`config.mk`:
```
export PLATFORM = sky130hd
export DESIGN_NAME = gpio_port_pcint
export DESIGN_NICKNAME = d
export VERILOG_FILES = /design/src/rtl/gpio_pkg.sv /design/src/rtl/gpio_sync.sv /design/src/rtl/gpio_port_pcint.sv
export SDC_FILE = /design/constraint.sdc
export NUM_CORES = 1
export LEC_CHECK = 0
export BUFFER_PORTS_ARGS = -buffer_cell sky130_fd_sc_hd__buf_2
export CORE_MARGIN = 2
export CORE_UTILIZATION = 49
export DETAILED_ROUTE_END_ITERATION = 10
export GPL_TIMING_DRIVEN = 0
export PLACE_DENSITY_LB_ADDON = 0.25
export SLEW_MARGIN = 20
export SYNTH_ARGS = -nofsm -noshare
export SYNTH_HDL_FRONTEND = slang
export SYNTH_SLANG_ARGS = --single-unit
```
`constraint.sdc`:
```
create_clock -name cp2 -period 4.6 [get_ports cp2]
set_input_delay 0.69 -clock cp2 [delete_from_list [all_inputs] [get_ports cp2]]
set_output_delay 0.69 -clock cp2 [all_outputs]
set_load 0.05 [all_outputs]
```
`src/rtl/gpio_pkg.sv`:
```
// Shared constants for the GPIO port with pin-change interrupt: default I/O
// addresses, parameter bounds and the warm-up counter state type.
package gpio_pkg;

    localparam logic [5:0] PIN_ADDR_DEF   = 6'h03;
    localparam logic [5:0] DDR_ADDR_DEF   = 6'h04;
    localparam logic [5:0] PORT_ADDR_DEF  = 6'h05;
    localparam logic [5:0] PCMSK_ADDR_DEF = 6'h06;
    localparam logic [5:0] PCIF_ADDR_DEF  = 6'h07;

    localparam int WIDTH_MIN       = 1;
    localparam int WIDTH_MAX       = 8;
    localparam int SYNC_STAGES_MIN = 2;
    localparam int SYNC_STAGES_MAX = 4;

    // Wide enough to hold the deepest synchronizer depth as a countdown value.
    localparam int WARM_CNT_W = $clog2(SYNC_STAGES_MAX + 1);

    typedef enum logic {
        WARMUP = 1'b0,
        ARMED  = 1'b1
    } warm_state_t;

endpackage

```
`src/rtl/gpio_sync.sv`:
```
// WIDTH-bit by STAGES-deep flop-chain synchronizer for asynchronous pad inputs,
// with synchronous active-high clear.
module gpio_sync #(
    parameter int WIDTH  = 8,
    parameter int STAGES = 2
) (
    input  logic             clk,
    input  logic             srst,
    input  logic [WIDTH-1:0] d,
    output logic [WIDTH-1:0] q
);

    logic [STAGES-1:0][WIDTH-1:0] chain_reg;

    always_ff @(posedge clk) begin
        if (srst) begin
            chain_reg <= '0;
        end else begin
            chain_reg <= {chain_reg[STAGES-2:0], d};
        end
    end

    assign q = chain_reg[STAGES-1];

endmodule

```
`src/rtl/gpio_port_pcint.sv`:
```
// Parametrised GPIO port on the core I/O bus with per-bit pad overrides, input
// synchronizer, pin-change mask and latched pin-change interrupt flag.
module gpio_port_pcint
    import gpio_pkg::*;
#(
    parameter int         WIDTH       = 8,
    parameter int         SYNC_STAGES = 2,
    parameter logic [5:0] PIN_ADDR    = PIN_ADDR_DEF,
    parameter logic [5:0] DDR_ADDR    = DDR_ADDR_DEF,
    parameter logic [5:0] PORT_ADDR   = PORT_ADDR_DEF,
    parameter logic [5:0] PCMSK_ADDR  = PCMSK_ADDR_DEF,
    parameter logic [5:0] PCIF_ADDR   = PCIF_ADDR_DEF
) (
    input  logic             cp2,
    input  logic             ireset,
    input  logic [5:0]       io_addr,
    input  logic             iore,
    input  logic             iowe,
    input  logic [7:0]       dbus_in,
    output logic [7:0]       dbus_out,
    output logic             out_en,
    input  logic [WIDTH-1:0] pin_i,
    output logic [WIDTH-1:0] di_o,
    output logic [WIDTH-1:0] pu_o,
    output logic [WIDTH-1:0] dd_o,
    output logic [WIDTH-1:0] pv_o,
    output logic [WIDTH-1:0] die_o,
    input  logic             pud,
    input  logic             sleep,
    input  logic [WIDTH-1:0] puoe,
    input  logic [WIDTH-1:0] puov,
    input  logic [WIDTH-1:0] ddoe,
    input  logic [WIDTH-1:0] ddov,
    input  logic [WIDTH-1:0] pvoe,
    input  logic [WIDTH-1:0] pvov,
    input  logic [WIDTH-1:0] dieoe,
    input  logic [WIDTH-1:0] dieov,
    input  logic             pcie,
    input  logic             pcint_ack,
    output logic             pcint_irq
);

    // Out-of-range depths are pulled back to the supported window.
    localparam int STAGES = (SYNC_STAGES < SYNC_STAGES_MIN) ? SYNC_STAGES_MIN :
                            (SYNC_STAGES > SYNC_STAGES_MAX) ? SYNC_STAGES_MAX :
                            SYNC_STAGES;

    logic [WIDTH-1:0] ddr_reg;
    logic [WIDTH-1:0] port_reg;
    logic [WIDTH-1:0] pcmsk_reg;
    logic             pcif_reg;
    logic             pcif_next;
    logic [WIDTH-1:0] prev_reg;
    logic [WIDTH-1:0] sync;

    warm_state_t           state_reg, state_next;
    logic [WARM_CNT_W-1:0] cnt_reg, cnt_next;
    logic                  armed;
    logic                  change;

    logic hit_pin, hit_ddr, hit_port, hit_pcmsk, hit_pcif;

    assign hit_pin   = (io_addr == PIN_ADDR);
    assign hit_ddr   = (io_addr == DDR_ADDR);
    assign hit_port  = (io_addr == PORT_ADDR);
    assign hit_pcmsk = (io_addr == PCMSK_ADDR);
    assign hit_pcif  = (io_addr == PCIF_ADDR);

    // Register writes; a PIN write toggles PORT bits under a 1 mask.
    always_ff @(posedge cp2) begin
        if (ireset) begin
            ddr_reg   <= '0;
            port_reg  <= '0;
            pcmsk_reg <= '0;
        end else if (iowe) begin
            if (hit_ddr)   ddr_reg   <= dbus_in[WIDTH-1:0];
            if (hit_port)  port_reg  <= dbus_in[WIDTH-1:0];
            if (hit_pin)   port_reg  <= port_reg ^ dbus_in[WIDTH-1:0];
            if (hit_pcmsk) pcmsk_reg <= dbus_in[WIDTH-1:0];
        end
    end

    always_comb begin
        dbus_out = '0;
        out_en   = iore & (hit_pin | hit_ddr | hit_port | hit_pcmsk | hit_pcif);
        if (iore) begin
            if (hit_pin)   dbus_out[WIDTH-1:0] = di_o;
            if (hit_ddr)   dbus_out[WIDTH-1:0] = ddr_reg;
            if (hit_port)  dbus_out[WIDTH-1:0] = port_reg;
            if (hit_pcmsk) dbus_out[WIDTH-1:0] = pcmsk_reg;
            if (hit_pcif)  dbus_out[0]         = pcif_reg;
        end
    end

    genvar gi;
    generate
        for (gi = 0; gi < WIDTH; gi++) begin : g_pad
            assign dd_o[gi]  = ddoe[gi]  ? ddov[gi]  : ddr_reg[gi];
            assign pv_o[gi]  = pvoe[gi]  ? pvov[gi]  : port_reg[gi];
            assign pu_o[gi]  = puoe[gi]  ? puov[gi]  : (~ddr_reg[gi] & port_reg[gi] & ~pud);
            assign die_o[gi] = dieoe[gi] ? dieov[gi] : ~sleep;
            assign di_o[gi]  = sync[gi] & die_o[gi];
        end
    endgenerate

    gpio_sync #(
        .WIDTH  (WIDTH),
        .STAGES (STAGES)
    ) u_sync (
        .clk  (cp2),
        .srst (ireset),
        .d    (pin_i),
        .q    (sync)
    );

    // Warm-up: hold off flag setting while the chain fills from its reset zeros.
    always_ff @(posedge cp2) begin
        if (ireset) begin
            state_reg <= WARMUP;
            cnt_reg   <= WARM_CNT_W'(STAGES);
        end else begin
            state_reg <= state_next;
            cnt_reg   <= cnt_next;
        end
    end

    always_comb begin
        state_next = state_reg;
        cnt_next   = cnt_reg;
        armed      = 1'b0;
        case (state_reg)
            WARMUP: begin
                if (cnt_reg == '0) state_next = ARMED;
                else               cnt_next   = cnt_reg - 1'b1;
            end
            ARMED: armed = 1'b1;
            default: state_next = WARMUP;
        endcase
    end

    // Change detection uses the ungated sync value so it keeps working in sleep.
    assign change = |((sync ^ prev_reg) & pcmsk_reg);

    always_comb begin
        pcif_next = pcif_reg;
        if (change && armed)
            pcif_next = 1'b1;
        else if ((iowe && hit_pcif && dbus_in[0]) || pcint_ack)
            pcif_next = 1'b0;
    end

    always_ff @(posedge cp2) begin
        if (ireset) begin
            prev_reg <= '0;
            pcif_reg <= 1'b0;
        end else begin
            prev_reg <= sync;
            pcif_reg <= pcif_next;
        end
    end

    assign pcint_irq = pcif_reg & pcie;

endmodule

```
==> results.sh, run 1 <==
export IMPL_status="completed"
export IMPL_antenna_found_initial=0
export IMPL_power_leakage_nw=1.80
export IMPL_cts_buffer_depth=2
export IMPL_setup_viol=0
export IMPL_floorplan_initialDensity=0.507
export IMPL_finalHoldViolCount=0
export IMPL_cts_tree="yes"
export IMPL_clkPwrFrac=0.295
export IMPL_fillers=500
export IMPL_synth_edf_count=0
export IMPL_synth_top_family_by_area="simple AND/OR/NAND/NOR gates"
export IMPL_die_height_um=79.3
export IMPL_swShare=0.306
export IMPL_min_from="u_sync.chain_reg[7]"
export IMPL_power_density_nw_per_um2=287
export IMPL_ir_drop_v=0.000274
export IMPL_drive_gt1_frac=0.358
export IMPL_cts_setup_buffers=0
export IMPL_fin_nets=573
export IMPL_drc_errors=0
export IMPL_totalWireLength_um=7760
export IMPL_regToRegSetupSlack_ns=3.18
export IMPL_dr_pass1_iters=5
export IMPL_rsz0062_at_grt="no"
export IMPL_grt_pass1_vias=2631
export IMPL_hp_class="register to register"
export IMPL_reg2reg_to="cnt_reg[2]"
export IMPL_grt_pass1_wl_um=12300
export IMPL_cts_resized_gates=0
export IMPL_coreArea_um2=5470
export IMPL_worstHoldPathCells=1
export IMPL_slowest_stage="o31ai_1"
export IMPL_die_w_um=79.3
export IMPL_cp_end_kind="output port"
export IMPL_maxSlewViolCount=0
export IMPL_period_minus_slack_ns=3.16
export IMPL_instances_no_fill=549
export IMPL_combinationalPowerShare=0.236
export IMPL_worstPathArrival_ns=2.47
export IMPL_reg2reg_depth=6
export IMPL_r2r_start="cnt_reg[0]"
export IMPL_syn_cell_area_um2=2780
export IMPL_cts_buffers=5
export IMPL_maxSlewHeadroom=0.562
export IMPL_post_drt_wl_per_cell_um=14.1
export IMPL_crit_top_cell="buf_2"
export IMPL_slowest_delay_ns=0.41
export IMPL_postSynth_asyncResetShare=0
export IMPL_critical_path_class="primary input to output port"
export IMPL_fmax_ghz=0.316
export IMPL_synth_simple_area_share=0.253
export IMPL_startpoint_type="primary input"
export IMPL_netlist_top_cell_by_area="dfxtp_1"
export IMPL_drt_iter0_drc=174
export IMPL_gp_congestion=0.899
export IMPL_switching_power_w=0.000322
export IMPL_io_pins=144
export IMPL_diodes=0
export IMPL_clock_latency_ns=0.31
export IMPL_cts_hold_buf=0
export IMPL_row_count=27
export IMPL_synth_seq_cells=53
export IMPL_grt_max_degree=17
export IMPL_ys_top_cells_by_area="dfxtp_1 (38%), mux2i_1 (6.1%), nor2_1 (6.0%)"
export IMPL_root_buffer="clkbuf_8"
export IMPL_worst_slew_pin_transition_ns=0.658
export IMPL_dp_cells=542
export IMPL_synth_xor_area_frac=0.0284
export IMPL_timing_hold_ws_ns=0.442
export IMPL_synthAdderAreaFrac=0.00902
export IMPL_synth_fp_nets=426
export IMPL_track_usage=0.250
export IMPL_p_int_w=0.000731
export IMPL_yosys_cell_count_top_type="dfxtp_1"
export IMPL_ys_seq_area_frac=0.382
export IMPL_syn_inst=330
export IMPL_fin_skew_ns=0.00597
export IMPL_yosysWarnings=0
export IMPL_finalSetupTns_ns=0
export IMPL_path_cells="buf_2 -> or3_4 -> buf_6 -> nor2_4 -> a31oi_1 -> o31ai_1 -> buf_2"
export IMPL_synthMuxAreaShare=0.0978
export IMPL_cts_sinks=53
export IMPL_synth_area_per_cell_um2=8.41
export IMPL_h_tree_depth=2
export IMPL_yosysTopAreaCellShare=0.382
export IMPL_ant_nets=0
export IMPL_worstPathMaxFanout=10
export IMPL_timing_final_crit_share=0.688
export IMPL_max_cap_violations=0
export IMPL_synth_compound_area_share=0.184
export IMPL_clk_pin_slew_ns=0.09
export IMPL_gr_total_overflow=0
export IMPL_synth_distinct_cells=41
export IMPL_dieArea_um2=6280
export IMPL_area_growth_pct=32.4
export IMPL_required_ns=3.91
export IMPL_yosys_top_cells_count="dfxtp_1 (53), nor2_1 (44), nand2_1 (38)"
export IMPL_dp_hpwl_um=6230
export IMPL_vias=2910
export IMPL_synth_top_flop_cell="dfxtp_1"
export IMPL_pwr_share_seq=0.468
export IMPL_hold_end="u_sync.q[7]"
export IMPL_vias_per_cell=5.30
export IMPL_io_buffers=140
export IMPL_total_power_w=0.00105
==> metal layers <==
layer,global-route usage,share of wire,up-vias
met4,0.0810,0.017,0
met3,0.0489,0.084,13
met1,0.294,0.40,1311
li1,-,-,1450
met5,0,0,-
met2,0.453,0.50,136
==> power by group through the flow <==
stage          sequential [W]  clock [W]  combinational, W
5_1_grt              0.000496   0.000333          0.000276
3_5_place_dp         0.000504          0          0.000250
3_3_place_gp         0.000503          0          0.000244
6_report             0.000493   0.000311          0.000249
2_1_floorplan        0.000501          0          0.000167
4_1_cts              0.000493   0.000317          0.000251
==> layout make-up <==
type	instances	area [µm²]	share of cell area
inverters	14	52.6	0.0143
flip-flops and latches	53	1060	0.289
plain buffers	15	71.3	0.0194
repair buffers	140	701	0.191
clock inverters	2	38.8	0.0106
multi-input cells	248	1590	0.433
clock buffers	5	68.8	0.0187
well taps	72	90.1	0.0245
==> layout by cell type, fill, tap and decap left out, drive strengths merged, types with 2 or more instances in the layout <==
cell	n
or3	2
clkbuf	15
o41ai	9
nand2b	2
xor2	8
nand2	38
mux2i	17
ha	2
nand4	6
a22o	4
nor3	7
mux2	9
dfxtp	53
or2	2
nor2	45
a2111oi	9
nand3	3
nor2b	26
and2	8
a21oi	11
buf	145
o31ai	6
o21ai	18
a31oi	6
inv	15
==> through the flow <==
step	worst slack (ns)	utilization	instance area, µm²
global route	1.38	0.671	3670
CTS	1.52	0.671	3670
floorplan	0.875	-	2780
detailed placement	1.52	0.652	3570
finish	1.44	0.671	3670
global placement	1.52	0.652	3570
==> worst max path at each step <==
stage                    start           to  slack, ns  depth (start not counted)
global placement    io_addr[3]  dbus_out[0]       1.52                          7
floorplan             dieoe[1]  dbus_out[1]       0.87                          3
finish              io_addr[3]  dbus_out[1]       1.44                          7
CTS                 io_addr[3]  dbus_out[0]       1.52                          7
detailed placement  io_addr[3]  dbus_out[4]       1.52                          7
global route        io_addr[3]  dbus_out[1]       1.38                          7
==> worst max-delay path: cells and delay by family <==
kind / cells / cell delay (ns)
buffers and inverters: 3 / 0.60
AND/OR/NAND/NOR: 2 / 0.63
AO/OA/AOI/OAI: 2 / 0.53
==> cells by family (layout without fill, tap and decap cells) <==
group | after synthesis | in the layout
buffers and inverters | 29 | 176
DFF | 53 | 53
xor gates and xnor gates | 9 | 9
muxes | 26 | 26
and+or+nand+nor | 143 | 143
adders and majority gates | 2 | 2
AOI/OAI and AO/OA | 68 | 68
Power figures use the tool's default switching activity.
==> run 2, diff against run 1 <==
CORE_UTILIZATION = 45   (was 49)
clock period = 3.01 ns   (was 4.6 ns; I/O delays follow)
==> run 2 against run 1 <==
Utilization decreased by 4.4 points. Die area increased by 8.4%. Critical endpoint is now dbus_out[5]. Wire length decreased by 0.37%. Cell count increased by 0.73%. Worst setup slack got worse by 1.1 ns. Register-to-register slack got worse by 1.7 ns. Highest routed layer unchanged. Design area increased by 1.6%. Clock-buffer cell count unchanged. Sequential share of layout area decreased by 0.46 points. Clock skew increased by 0.0023 ns. Global-route usage decreased by 2.7 points.
==> results.sh, run 2 (synthesis gave the netlist of run 1 again) <==
export IMPL_total_power_w=0.00170
export IMPL_placed_area_um2=3600
export IMPL_root_buffer="clkbuf_8"
export IMPL_area_growth_pct=34.5
export IMPL_clk_pin_slew_ns=0.09
export IMPL_cts_tree="yes"
export IMPL_max_cap_violations=0
export IMPL_maxSlewHeadroom=0.541
export IMPL_switching_power_w=0.000501
export IMPL_power_density_nw_per_um2=456
export IMPL_cts_buffer_depth=2
export IMPL_regToRegSetupSlack_ns=1.53
export IMPL_grt_max_degree=17
export IMPL_final_cell_mix="buf_2 (140), dfxtp_1 (53), nor2_1 (44), nand2_1 (38), nor2b_1 (26)"
export IMPL_fmax_ghz=0.369
export IMPL_cts_hold_buf=0
export IMPL_slowest_delay_ns=0.51
export IMPL_hold_end="u_sync.chain_reg[0]"
export IMPL_io_pins=144
export IMPL_cts_sinks=53
export IMPL_cp_end_kind="output port"
export IMPL_io_buffers=140
export IMPL_hp_class="primary input to register"
export IMPL_floorplan_initialDensity=0.466
export IMPL_required_ns=2.56
export IMPL_rsz0062_at_grt="no"
export IMPL_final_core_util=0.627
export IMPL_clock_latency_ns=0.31
export IMPL_startpoint_type="primary input"
export IMPL_worstPathMaxFanout=10
export IMPL_drc_errors=0
export IMPL_slowest_stage="nor4b_2"
export IMPL_die_w_um=82.5
export IMPL_timing_final_crit_share=0.900
export IMPL_coreArea_um2=5960
export IMPL_gr_total_overflow=0
export IMPL_post_drt_wl_per_cell_um=14.0
export IMPL_die_height_um=82.5
export IMPL_maxSlewViolCount=0
export IMPL_swShare=0.294
export IMPL_track_usage=0.223
export IMPL_cts_resized_gates=0
export IMPL_critical_path_class="primary input to output port"
export IMPL_status="completed"
export IMPL_layout_commonest_cell="buf_2"
export IMPL_min_from="pin_i[0]"
export IMPL_grt_pass1_wl_um=11500
export IMPL_cts_setup_buffers=0
export IMPL_design_area_um2=3730
export IMPL_p_int_w=0.00120
export IMPL_pwr_share_seq=0.443
export IMPL_vias=2865
export IMPL_drive_gt1_frac=0.372
export IMPL_dieArea_um2=6810
export IMPL_path_cells="buf_2 -> nor4b_2 -> clkbuf_1 -> nand2_1 -> nand2_1 -> o31ai_2 -> buf_2"
export IMPL_row_count=28
export IMPL_reg2reg_depth=4
export IMPL_worstHoldPathCells=2
export IMPL_antenna_found_initial=0
export IMPL_reg2reg_to="pcif_reg"
export IMPL_cts_buffers=5
export IMPL_diodes=0
export IMPL_ant_nets=0
export IMPL_totalWireLength_um=7730
export IMPL_drt_iter0_drc=161
export IMPL_period_minus_slack_ns=2.71
export IMPL_vias_per_cell=5.18
export IMPL_setup_viol=0
export IMPL_dp_hpwl_um=6060
export IMPL_dr_pass1_iters=4
export IMPL_h_tree_depth=2
export IMPL_fin_nets=573
export IMPL_worstPathArrival_ns=2.26
export IMPL_power_leakage_nw=1.83
export IMPL_combinationalPowerShare=0.225
export IMPL_grt_pass1_vias=2428
export IMPL_worst_slew_pin_transition_ns=0.688
export IMPL_finalSetupTns_ns=0
export IMPL_ir_drop_v=0.000284
export IMPL_gp_congestion=0.880
export IMPL_fin_skew_ns=0.00826
export IMPL_r2r_start="u_sync.q[2]"
export IMPL_clkPwrFrac=0.332
export IMPL_finalHoldViolCount=0
-- run 2: through the flow --
step	hold slack, ns	std cells	setup slack (ns)
floorplan	0.414	330	0.141
global placement	0.415	545	0.346
detailed placement	0.422	545	0.348
CTS	0.339	553	0.334
global route	0.341	553	0.174
finish	0.346	553	0.301
-- run 2: worst max-delay path, delay by kind of cell --
kind,cells,cell delay (ns)
AND/OR/NAND/NOR,3,0.92
buffers and inverters,3,0.74
AO/OA/AOI/OAI,1,0.14
-- run 2: worst max path at each step --
| stage | cells past startpoint | to | from |
|---|---|---|---|
| final | 7 | dbus_out[5] | io_addr[3] |
| after global routing | 7 | dbus_out[5] | io_addr[3] |
| after CTS | 7 | dbus_out[2] | io_addr[3] |
| after detailed placement | 7 | dbus_out[2] | io_addr[3] |
| after global placement | 7 | dbus_out[5] | io_addr[3] |
| after floorplan | 3 | dbus_out[1] | dieoe[1] |
-- run 2: power groups by stage --
stage	Sequential (W)	Clock (W)	Combinational [W]
2_1_floorplan	0.000766	0	0.000257
3_3_place_gp	0.000769	0	0.000375
3_5_place_dp	0.000770	0	0.000383
4_1_cts	0.000754	0.000574	0.000386
5_1_grt	0.000758	0.000605	0.000429
6_report	0.000754	0.000565	0.000384
-- run 2: area by class of cell --
| class | count | area [µm²] |
|---|---|---|
| buffer | 15 | 71.3 |
| clock buffer | 5 | 68.8 |
| clock inverter | 3 | 65.1 |
| fill | 553 | 2220 |
| inverter | 14 | 52.6 |
| multi-input combinational | 248 | 1620 |
| sequential | 53 | 1060 |
| tap | 75 | 93.8 |
| timing repair buffer | 140 | 701 |
-- run 2: per-layer routing --
metal | wire, µm | share of wire | track usage | vias up
met5 | 0 | 0 | 0 | -
met4 | 103 | 0.013 | 0.0656 | 0
met3 | 590 | 0.076 | 0.0402 | 10
met2 | 3820 | 0.49 | 0.406 | 123
met1 | 3220 | 0.42 | 0.266 | 1282
li1 | - | - | - | 1450
